`src/rtl/full_adder.sv`:
```
// Registered N-bit ripple-carry adder with carry-out and signed-overflow flags.
// One result per cycle, one cycle of latency, outputs hold while no input is valid.
module full_adder #(
    parameter int N = 16
) (
    input  logic         clk,
    input  logic         rst_n,
    input  logic [N-1:0] a,
    input  logic [N-1:0] b,
    input  logic         cin,
    input  logic         in_valid,
    output logic [N-1:0] sum,
    output logic         cout,
    output logic         ovf,
    output logic         out_valid
);

    logic [N:0]   carry;
    logic [N-1:0] sum_d;
    logic         cout_d;
    logic         ovf_d;

    logic [N-1:0] sum_q;
    logic         cout_q;
    logic         ovf_q;
    logic         out_valid_q;

    assign carry[0] = cin;

    generate
        for (genvar gi = 0; gi < N; gi++) begin : g_cell
            assign sum_d[gi]     = a[gi] ^ b[gi] ^ carry[gi];
            assign carry[gi + 1] = (a[gi] & b[gi]) | (a[gi] & carry[gi]) | (b[gi] & carry[gi]);
        end
    endgenerate

    // carry[N-1] is cin when N=1, so this also covers the single-bit case.
    assign cout_d = carry[N];
    assign ovf_d  = carry[N] ^ carry[N-1];

    always_ff @(posedge clk or negedge rst_n) begin
        if (!rst_n) begin
            sum_q       <= '0;
            cout_q      <= 1'b0;
            ovf_q       <= 1'b0;
            out_valid_q <= 1'b0;
        end else begin
            out_valid_q <= in_valid;
            if (in_valid) begin
                sum_q  <= sum_d;
                cout_q <= cout_d;
                ovf_q  <= ovf_d;
            end
        end
    end

    assign sum       = sum_q;
    assign cout      = cout_q;
    assign ovf       = ovf_q;
    assign out_valid = out_valid_q;

endmodule

```
`config.mk`:
```
export PLATFORM = sky130hd
export DESIGN_NAME = full_adder
export DESIGN_NICKNAME = d
export VERILOG_FILES = /design/src/rtl/full_adder.sv
export SDC_FILE = /design/constraint.sdc
export NUM_CORES = 1
export LEC_CHECK = 0
export CAP_MARGIN = 30
export CORE_UTILIZATION = 36
export DETAILED_ROUTE_END_ITERATION = 10
export GPL_TIMING_DRIVEN = 0
export PLACE_DENSITY = 0.76
export SYNTH_ARGS = -nofsm -noshare
export SYNTH_HDL_FRONTEND = slang
export SYNTH_SLANG_ARGS = --single-unit
export TNS_END_PERCENT = 50
```
`constraint.sdc`:
```
create_clock -name clk -period 0.8 [get_ports clk]
set_clock_uncertainty 0.05 [all_clocks]
set_input_delay 0.08 -clock clk [delete_from_list [all_inputs] [get_ports clk]]
set_output_delay 0.08 -clock clk [all_outputs]
set_load 0.02 [all_outputs]
```
* Word level (Yosys, flattened, before mapping) *
Index checks and enable logic that the tools add are counted.

word-level totals
  flip-flop bits (word level) = 19
  bits of input ports = 36

cells by class
  bitwise operators = 113

operator list
  cell           count
  $and A1 B1 Y1  48
  $xor A1 B1 Y1  33
  $or A1 B1 Y1   32

* Longest topological paths before layout *
Gate-level depths: netlist of the first run.

  depth after elaboration = 49
  mapped depth = 21
  depth with buffers taken out = 21

* Least setup slack after synthesis of the first run *
No wires, ideal clock.

  kind = input port to flip-flop
  from = input a[0]
  to = register ovf_q, in the netlist ovf
  setup time = 0.125 ns
  arrival = 6.227 ns
  data required time = 0.625 ns
  path slack = -5.602 ns
  stages = 21
  path buffers = 0
  cell sequence = inv_1 > fa_1 > inv_1 > fa_1 > fa_1 > fa_1 > fa_1 > fa_1 > fa_1 > fa_1 > fa_1 > fa_1 > fa_1 > fa_1 > fa_1 > fa_1 > fa_1 > inv_1 > fa_1 > xnor2_1 > mux2_2

between the ends
  word-level cells in the longest chain between the ends = 49
  elaborated cells between the ends (all ways) = 65
  classes of those cells = bitwise: 65

ends and longest elaborated chain
  element                         line  text
  from (decl)                     8     input logic [N-1:0] a,
  $and A1 B1 Y1                   33    assign carry[gi + 1] = (a[gi] & b[gi]) | (a[gi] & carry[gi]) | (b[gi] & carry[gi]);
  $or A1 B1 Y1 (*) (2 in series)  33
  $and A1 B1 Y1                   33
  $or A1 B1 Y1                    33
  $or A1 B1 Y1 (*)                33
  $and A1 B1 Y1                   33
  $or A1 B1 Y1                    33
  $or A1 B1 Y1 (*)                33
  [... 31 more ...]               -
  $or A1 B1 Y1                    33
  $or A1 B1 Y1 (*)                33
  $and A1 B1 Y1                   33
  $or A1 B1 Y1                    33
  $or A1 B1 Y1 (*)                33
  $and A1 B1 Y1                   33
  $or A1 B1 Y1 (2 in series)      33
  $xor A1 B1 Y1 (*)               39    assign ovf_d = carry[N] ^ carry[N-1];
  to (signal assigned)            52    ovf_q <= ovf_d;
  to (decl)                       25    logic ovf_q;

Mark *: on every way between the ends. The rest lies on a longest branch, timed or not.
A chain may end at the register's enable or synchronous reset.

* Final worst setup path of the first run *
Same ends and word-level chain as after synthesis.

==> results_dict.tcl, run 1 <==
set metrics [dict create \
    worstSkewPairLatency_ns 0.28 \
    arrival_ns 5.94 \
    dr.pass1.iters 11 \
    place_inst 151 \
    crit_required_ns 0.93 \
    layout-drive-gt1-share 0.523 \
    syn_area_mm2 0.00110 \
    r2r_end "sum[5]" \
    cp_top_family "adder cells" \
    drt_wl_total_um 2170 \
    met1_usage 0.183 \
    io_pins 55 \
    port-buffer-count 54 \
    diodes 0 \
    nNetsFinal 183 \
    grt_pass1_vias 888 \
    vias 728 \
    crit_chain "buf_8 -> inv_12 -> fa_2 -> inv_2 -> fa_2 -> fa_2 -> fa_2 -> fa_2 -> fa_2 -> fa_2 -> fa_2 -> fa_2 -> fa_2 -> fa_2 -> fa_2 -> fa_2 -> fa_2 -> fa_2 -> inv_2 -> fa_2 -> xnor2_1 -> mux2_4" \
    worst-r2r-cell-count 2 \
    cap_violations 0 \
    top_usage_layer "met2" \
    cp-start-kind "input port" \
    critPathMostFrequentCell "fa_2" \
    hold_viol 19 \
    overflow 0 \
    worstSetupPathType "in2reg" \
    hpwlAfterDp_um 1680 \
    ys_seq_area_frac 0.433 \
    period_needed_ns 5.81 \
    track_usage 0.151 \
    area_delta_synth_final_pct 66.4 \
    failed_checks "design-rule violations, negative hold slack, negative setup slack" \
    fin_crit_sh 7.27 \
    yosys_warnings 0 \
    cts_tree "done" \
    cp_max_fo 2 \
    die_h_um 57.2 \
    chipWidth_um 57.2 \
    cts_root_buf "clkbuf_4" \
    cp_slowest_cell "fa_2" \
    setup_ws_ns -5.01 \
    final_cells 161 \
    grt_pass1_wl_um 3750 \
    r2r-start "sum[5]" \
    irDropWorstVdd_mv 1.09 \
    met3_usage 0.0454 \
    yosysUniqueCellTypes 9 \
    grt_max_degree 20 \
    postSynthAreaPerCell_um2 16.6 \
    clk_path_buf_depth 2 \
    core_mm2 0.00283 \
    cts_buffers 3 \
    avgRoutedWirePerCell_um 13.5 \
    globalplace.congestion 0.690 \
    power.density_mw_per_mm2 1870 \
    final_util 0.646 \
    rsz0062_at_grt "yes" \
    drt_iter0_drc 20 \
    tightest_slew_ns 0.830 \
    leakage_nw 0.831 \
    use_met2 0.262 \
    worst_slew_margin_rel 0.446 \
    drc_errors 5 \
    holdCritPathClass "in2async" \
    postPlaceCellArea_mm2 0.00174 \
    crit_path_end_kind "register" \
    syn_inst 66 \
    clk_pin_slew_worst_paths_ns 0.11 \
    cts_max_level 1 \
    synth_fp_nets 118 \
    cpPeakStageDelay_ns 0.37 \
    finalSetupViolCount 36 \
    via_per_inst 4.52 \
    antenna_found_initial 0 \
    outcome "finished, violations left" \
    fillers 225 \
    final_antenna_net_count 0 \
    maxSlewViolCount 0 \
    postLayoutCellArea_mm2 0.00183 \
    clock-sinks 19 \
    rows 19 \
    holdWs_ns -0.0566 \
    ys_ff_latch 19 \
    r2r_slack_ns -0.16 \
    fmax_ghz 0.172 \
    initial_core_util 0.388 \
    cp_num_buf_inv 4 \
    die_area_mm2 0.00328 \
]
where the power goes:
part           internal [mW]  total, mW  switching [mW]  leakage [nW]
logic                  0.951       1.62           0.671         0.594
clock network          0.193      0.468           0.275        0.0150
registers               1.18       1.32           0.143         0.222
total                   2.33       3.41            1.09         0.831
worst max path at each step:
stage / from / end / slack, ns / cells past startpoint
4_1_cts: a[0] / ovf / -5.00 / 22
3_5_place_dp: a[0] / ovf / -5.83 / 22
5_1_grt: a[0] / sum[15] / -5.17 / 21
6_report: a[0] / ovf / -5.01 / 22
3_3_place_gp: a[0] / ovf / -5.77 / 22
2_1_floorplan: a[0] / ovf / -5.01 / 21
logic make-up (layout without fill, tap and decap cells):
family     after synthesis  count (layout)  share of synthesized area
mux                     18              18                      0.205
xor+xnor                 1               1                    0.00797
buf+inv                 12              76                     0.0626
flops                   19              19                      0.433
fa+ha+maj               16              16                      0.292
sequential cells by signal (all words and copies together) (netlist names):
| signal | cells |
|---|---|
| cout | 1 |
| out_valid | 1 |
| ovf | 1 |
| sum | 16 |
metrics by stage:
step	total power [mW]	hold WS (ns)	setup TNS [ns]	setup slack (ns)
floorplan	2.04	-0.266	-50.68	-5.01
global placement	2.81	0.441	-76.36	-5.77
detailed placement	2.83	0.445	-77.37	-5.83
CTS	3.37	-0.0312	-52.58	-5.00
global route	3.64	0.0294	-54.15	-5.17
finish	3.41	-0.0566	-52.23	-5.01
cell type report:
type | instances | area, µm² | area share
repair buffers | 60 | 577 | 0.316
inverters | 10 | 55.1 | 0.0301
plain buffers | 2 | 31.3 | 0.0171
clock buffers | 4 | 26.3 | 0.0144
well taps | 31 | 38.8 | 0.0212
flip-flops and latches | 19 | 475 | 0.260
multi-input cells | 35 | 624 | 0.342
what timing repair did:
item | in CTS | in global routing
gates cloned | 0 | 0
pin swaps | 0 | 1
setup buffers | 4 | 1
endpoints found under the setup margin | 56 | 36
gates resized for setup | 122 | 9
hold endpoints to repair | 19 | 1
cells in the final DEF, fill, tap and decap left out, drive strengths merged:
cell and count:
mux2 15, dlygate4sd3 1, xnor2 1, dfrtp 19, clkdlybuf4s50 28, mux2i 3
fa 16, clkbuf 4, inv 10, dlygate4sd2 4, buf 29
routing by layer:
layer  routed length (µm)  part of all wire  vias up
li1                     -                 -      333
met1                  870              0.40      357
met2                 1070              0.49       38
met3                  234              0.11        0
met4                    0                 0        0
met5                    0                 0        -
worst reg2reg max path: cells and delay by family, from the launching register on:
| kind | cells | cell delay, ns |
|---|---|---|
| buf+inv | 1 | 0.14 |
| flops | 1 | 0.41 |
| mux | 1 | 0.25 |
cell usage after synthesis:
library cell,number,area (µm²)
dfrtp_1,19,475
xnor2_1,1,8.76
fa_1,16,320
inv_1,10,37.5
mux2i_1,3,30.0
mux2_2,8,90.1
buf_12,1,20.0
mux2_4,7,105
buf_6,1,11.3
No activity file was read; power rests on OpenSTA's default activity.
==> run 2: changes to the inputs <==
--- a/config.mk
+++ b/config.mk
@@ -6,6 +6,7 @@
 export NUM_CORES = 1
 export LEC_CHECK = 0
 export CAP_MARGIN = 30
+export CORE_MARGIN = 4
 export CORE_UTILIZATION = 36
 export DETAILED_ROUTE_END_ITERATION = 10
 export GPL_TIMING_DRIVEN = 0
==> results_dict.tcl, run 2 (synthesized netlist as in run 1, its figures left out) <==
set metrics [dict create \
    avgRoutedWirePerCell_um 15.1 \
    postLayoutCellArea_mm2 0.00178 \
    final_common_cell "clkdlybuf4s50_1" \
    final_antenna_net_count 0 \
    rows 19 \
    grt_pass1_wl_um 4050 \
    cp_slowest_cell "fa_2" \
    antenna_found_initial 0 \
    fin_crit_sh 7.28 \
    setup_ws_ns -5.03 \
    outcome "finished, violations left" \
    drt_iter0_drc 10 \
    leakage_nw 0.800 \
    grt_max_degree 20 \
    hpwlAfterDp_um 1960 \
    fillers 226 \
    io_pins 55 \
    cp_num_buf_inv 4 \
    worst_slew_margin_rel 0.454 \
    layout_common_cells "clkdlybuf4s50_1 (28), dfrtp_1 (19), fa_2 (16)" \
    drc_errors 0 \
    tightest_slew_ns 0.819 \
    rsz0062_at_grt "yes" \
    holdCritPathClass "in2async" \
    fin_total_pwr_mw 3.34 \
    holdWs_ns -0.0606 \
    hold_viol 19 \
    clk_pin_slew_worst_paths_ns 0.11 \
    irDropWorstVdd_mv 1.10 \
    nNetsFinal 180 \
    track_usage 0.130 \
    arrival_ns 5.96 \
    cts_max_level 1 \
    postPlaceCellArea_mm2 0.00174 \
    crit_required_ns 0.93 \
    maxSlewViolCount 0 \
    cts_root_buf "clkbuf_4" \
    critPathMostFrequentCell "fa_2" \
    die_area_mm2 0.00400 \
    die_h_um 63.2 \
    fmax_ghz 0.172 \
    core_mm2 0.00283 \
    layout-drive-gt1-share 0.520 \
    power.density_mw_per_mm2 1880 \
    crit_chain "buf_8 -> inv_12 -> fa_2 -> inv_2 -> fa_2 -> fa_2 -> fa_2 -> fa_2 -> fa_2 -> fa_2 -> fa_2 -> fa_2 -> fa_2 -> fa_2 -> fa_2 -> fa_2 -> fa_2 -> fa_2 -> inv_2 -> fa_2 -> xnor2_1 -> mux2_2" \
    area_delta_synth_final_pct 62.0 \
    port-buffer-count 54 \
    drt_wl_total_um 2390 \
    dp_slack_ns -5.86 \
    globalplace.congestion 0.657 \
    grt_pass1_vias 888 \
    cp-start-kind "input port" \
    largest_register_ff_count 16 \
    setup-tns-final_ns -52.39 \
    clk_path_buf_depth 2 \
    cap_violations 0 \
    cpPeakStageDelay_ns 0.37 \
    period_needed_ns 5.83 \
    cp_max_fo 2 \
    clock-sinks 19 \
    finalSetupViolCount 36 \
    vias 741 \
    dr.pass1.iters 2 \
    diodes 0 \
    cp_top_family "adder cells" \
    via_per_inst 4.69 \
    cts_buffers 3 \
    cts_tree "done" \
    worstSetupPathType "in2reg" \
    chipWidth_um 63.2 \
    crit_path_end_kind "register" \
    worstSkewPairLatency_ns 0.28 \
    overflow 0 \
    initial_core_util 0.388 \
    failed_checks "negative hold slack, negative setup slack" \
]
run 2: cell types whose count changed in the layout (fill, tap and decap cells not counted), sizes merged:
| cell | change |
|---|---|
| buf | -2 |
| dlygate4sd3 | -1 |
run 2: cell type report:
cell class	instances	area [µm²]	area share
plain buffers	2	31.3	0.0176
clock buffers	4	26.3	0.0148
well taps	31	38.8	0.0218
repair buffers	57	539	0.303
flip-flops and latches	19	475	0.267
inverters	10	55.1	0.0309
multi-input cells	35	613	0.345
run 2: through the flow:
stage | std cells | utilization
global route | 158 | 0.629
finish | 158 | 0.629
floorplan | 66 | -
detailed placement | 151 | 0.613
CTS | 158 | 0.625
global placement | 151 | 0.613
run 2: report_power, final:
part | switching, mW | total [mW] | leakage (nW) | internal, mW
Clock | 0.277 | 0.470 | 0.0150 | 0.193
Combinational | 0.669 | 1.55 | 0.563 | 0.884
Sequential | 0.138 | 1.32 | 0.222 | 1.18
run 2: path summary, 6_finish.rpt:
| kind | from | end | slack [ns] | cells after the start |
|---|---|---|---|---|
| worst max-delay path | a[0] | ovf | -5.03 | 22 |
| worst min-delay path | rst_n | sum[1] | -0.06 | 1 |
| worst max register to register | sum[9] | sum[9] | -0.15 | 2 |
| worst min register to register | sum[1] | sum[1] | 0.46 | 1 |
| max in group asynchronous | rst_n | sum[7] | 0.26 | 1 |
| min in group clk | in_valid | out_valid | 0.02 | 1 |
run 2: per-layer routing:
layer / part of all wire / wire (µm) / global-route usage
met5: 0 / 0 / 0
met1: 0.38 / 904 / 0.139
met4: 0.0038 / 9 / 0.0323
met2: 0.51 / 1230 / 0.235
met3: 0.10 / 248 / 0.0551
run 2: what timing repair did:
action,in CTS,in global routing
buffers inserted,3,0
pin swaps,0,0
resized for setup,122,3
hold endpoints to repair,19,9
endpoints found under the setup margin,56,36
==> run 3: changes to the inputs <==
--- a/config.mk
+++ b/config.mk
@@ -6,7 +6,7 @@
 export NUM_CORES = 1
 export LEC_CHECK = 0
 export CAP_MARGIN = 30
-export CORE_MARGIN = 4
+export CORE_MARGIN = 10
 export CORE_UTILIZATION = 36
 export DETAILED_ROUTE_END_ITERATION = 10
 export GPL_TIMING_DRIVEN = 0
==> results_dict.tcl, run 3 (synthesized netlist as in run 1, its figures left out) <==
set metrics [dict create \
    cts-hold-fix-buffers 1 \
    die_area_mm2 0.00566 \
    top_usage_layer "met2" \
    core_mm2 0.00283 \
    final_common_cell "clkdlybuf4s50_1" \
    track_usage 0.106 \
    holdCritPathClass "in2async" \
    drt_wl_total_um 2670 \
    fmax_ghz 0.172 \
    layout-drive-gt1-share 0.519 \
    grt_pass1_vias 940 \
    antenna_found_initial 0 \
    worstSkewPairLatency_ns 0.29 \
    largest_register_ff_count 16 \
    setup_ws_ns -5.00 \
    rsz0062_at_grt "yes" \
    io_pins 55 \
    tightest_slew_ns 0.855 \
    power.density_mw_per_mm2 1890 \
    drt_iter0_drc 13 \
    hpwlAfterDp_um 2150 \
    period_needed_ns 5.80 \
    finalSetupViolCount 36 \
    postPlaceCellArea_mm2 0.00174 \
    cts_max_level 1 \
    postLayoutCellArea_mm2 0.00184 \
    vias 731 \
    cts_root_buf "clkbuf_4" \
    met3_usage 0.0618 \
    dp_slack_ns -5.83 \
    cts_tree "done" \
    cp-start-kind "input port" \
    maxSlewViolCount 0 \
    met1_usage 0.119 \
    clock-sinks 19 \
    die_h_um 75.2 \
    worst_slew_margin_rel 0.430 \
    chipWidth_um 75.2 \
    avgRoutedWirePerCell_um 16.7 \
    layout_common_cells "clkdlybuf4s50_1 (28), buf_6 (20), dfrtp_1 (19)" \
    arrival_ns 5.94 \
    fin_crit_sh 7.25 \
    cap_violations 0 \
    overflow 0 \
    rows 19 \
    outcome "finished, violations left" \
    dr.pass1.iters 3 \
    drc_errors 0 \
    globalplace.congestion 0.660 \
    cp_max_fo 2 \
    grt_pass1_wl_um 4510 \
    clk_path_buf_depth 2 \
    failed_checks "negative hold slack, negative setup slack" \
    fin_total_pwr_mw 3.47 \
    clk_pin_slew_worst_paths_ns 0.11 \
    crit_required_ns 0.94 \
    leakage_nw 0.830 \
    grt_max_degree 20 \
    final_cells 160 \
    worstSetupPathType "in2reg" \
    area_delta_synth_final_pct 67.7 \
    initial_core_util 0.388 \
    irDropWorstVdd_mv 1.00 \
    holdWs_ns -0.0549 \
    diodes 0 \
    port-buffer-count 54 \
    via_per_inst 4.57 \
    hold_viol 19 \
    place_inst 151 \
    final_antenna_net_count 0 \
    nNetsFinal 182 \
    cts_buffers 3 \
    use_met2 0.163 \
    crit_path_end_kind "register" \
]
run 3: changes by cell type in the layout (fill, tap and decap cells not counted):
cell           change
buf_2              -6
buf_6              +6
mux2_2             -2
mux2_4             +2
buf_4              +1
dlygate4sd3_1      +1
run 3: layer usage:
layer | up-vias | wire, µm
met3 | 2 | 390
met5 | - | 0
met4 | 0 | 8
li1 | 335 | -
met1 | 356 | 1060
met2 | 38 | 1210
run 3: timing repair:
item,4_1_cts,5_1_grt
setup endpoints to repair,56,36
hold endpoints to repair,20,10
setup buffers,4,0
resized for setup,127,13
run 3: layout make-up:
| type | count | area, µm² |
|---|---|---|
| clock buffer | 4 | 26.3 |
| timing repair buffer | 59 | 594 |
| sequential | 19 | 475 |
| tap | 31 | 38.8 |
| multi-input combinational | 35 | 621 |
| buffer | 2 | 31.3 |
| fill | 217 | 987 |
| inverter | 10 | 55.1 |
run 3: where the power goes:
part / switching [mW] / internal [mW]
Clock: 0.292 / 0.194
Sequential: 0.148 / 1.18
Combinational: 0.682 / 0.978
run 3: worst paths after layout:
| check | start | endpoint | slack, ns | cells past startpoint |
|---|---|---|---|---|
| min reg2reg | sum[3] | sum[3] | 0.47 | 1 |
| max | a[0] | ovf | -5.00 | 22 |
| min in group clk | cin | sum[0] | 0.15 | 4 |
| max reg2reg | sum[5] | sum[5] | -0.14 | 2 |
| max in group asynchronous | rst_n | sum[3] | 0.23 | 1 |
| min | rst_n | sum[1] | -0.05 | 1 |
run 3: critical path, stage by stage:
cell and delay [ns]:
buf_8 0.11, inv_12 0.04, fa_2 0.19, inv_2 0.04, fa_2 0.33, fa_2 0.35
fa_2 0.35, fa_2 0.35, fa_2 0.35, fa_2 0.35, fa_2 0.34, fa_2 0.34
fa_2 0.35, fa_2 0.35, fa_2 0.35, fa_2 0.35, fa_2 0.37, fa_2 0.37
inv_2 0.07, fa_2 0.20, xnor2_1 0.06, mux2_4 0.25
run 3: per-stage QoR:
stage | utilization | setup TNS (ns) | hold WS [ns]
detailed placement | 0.613 | -78.05 | 0.443
floorplan | - | -50.68 | -0.266
global route | 0.651 | -54.51 | -0.00378
global placement | 0.613 | -76.60 | 0.439
finish | 0.651 | -52.31 | -0.0549
CTS | 0.635 | -52.74 | -0.0356
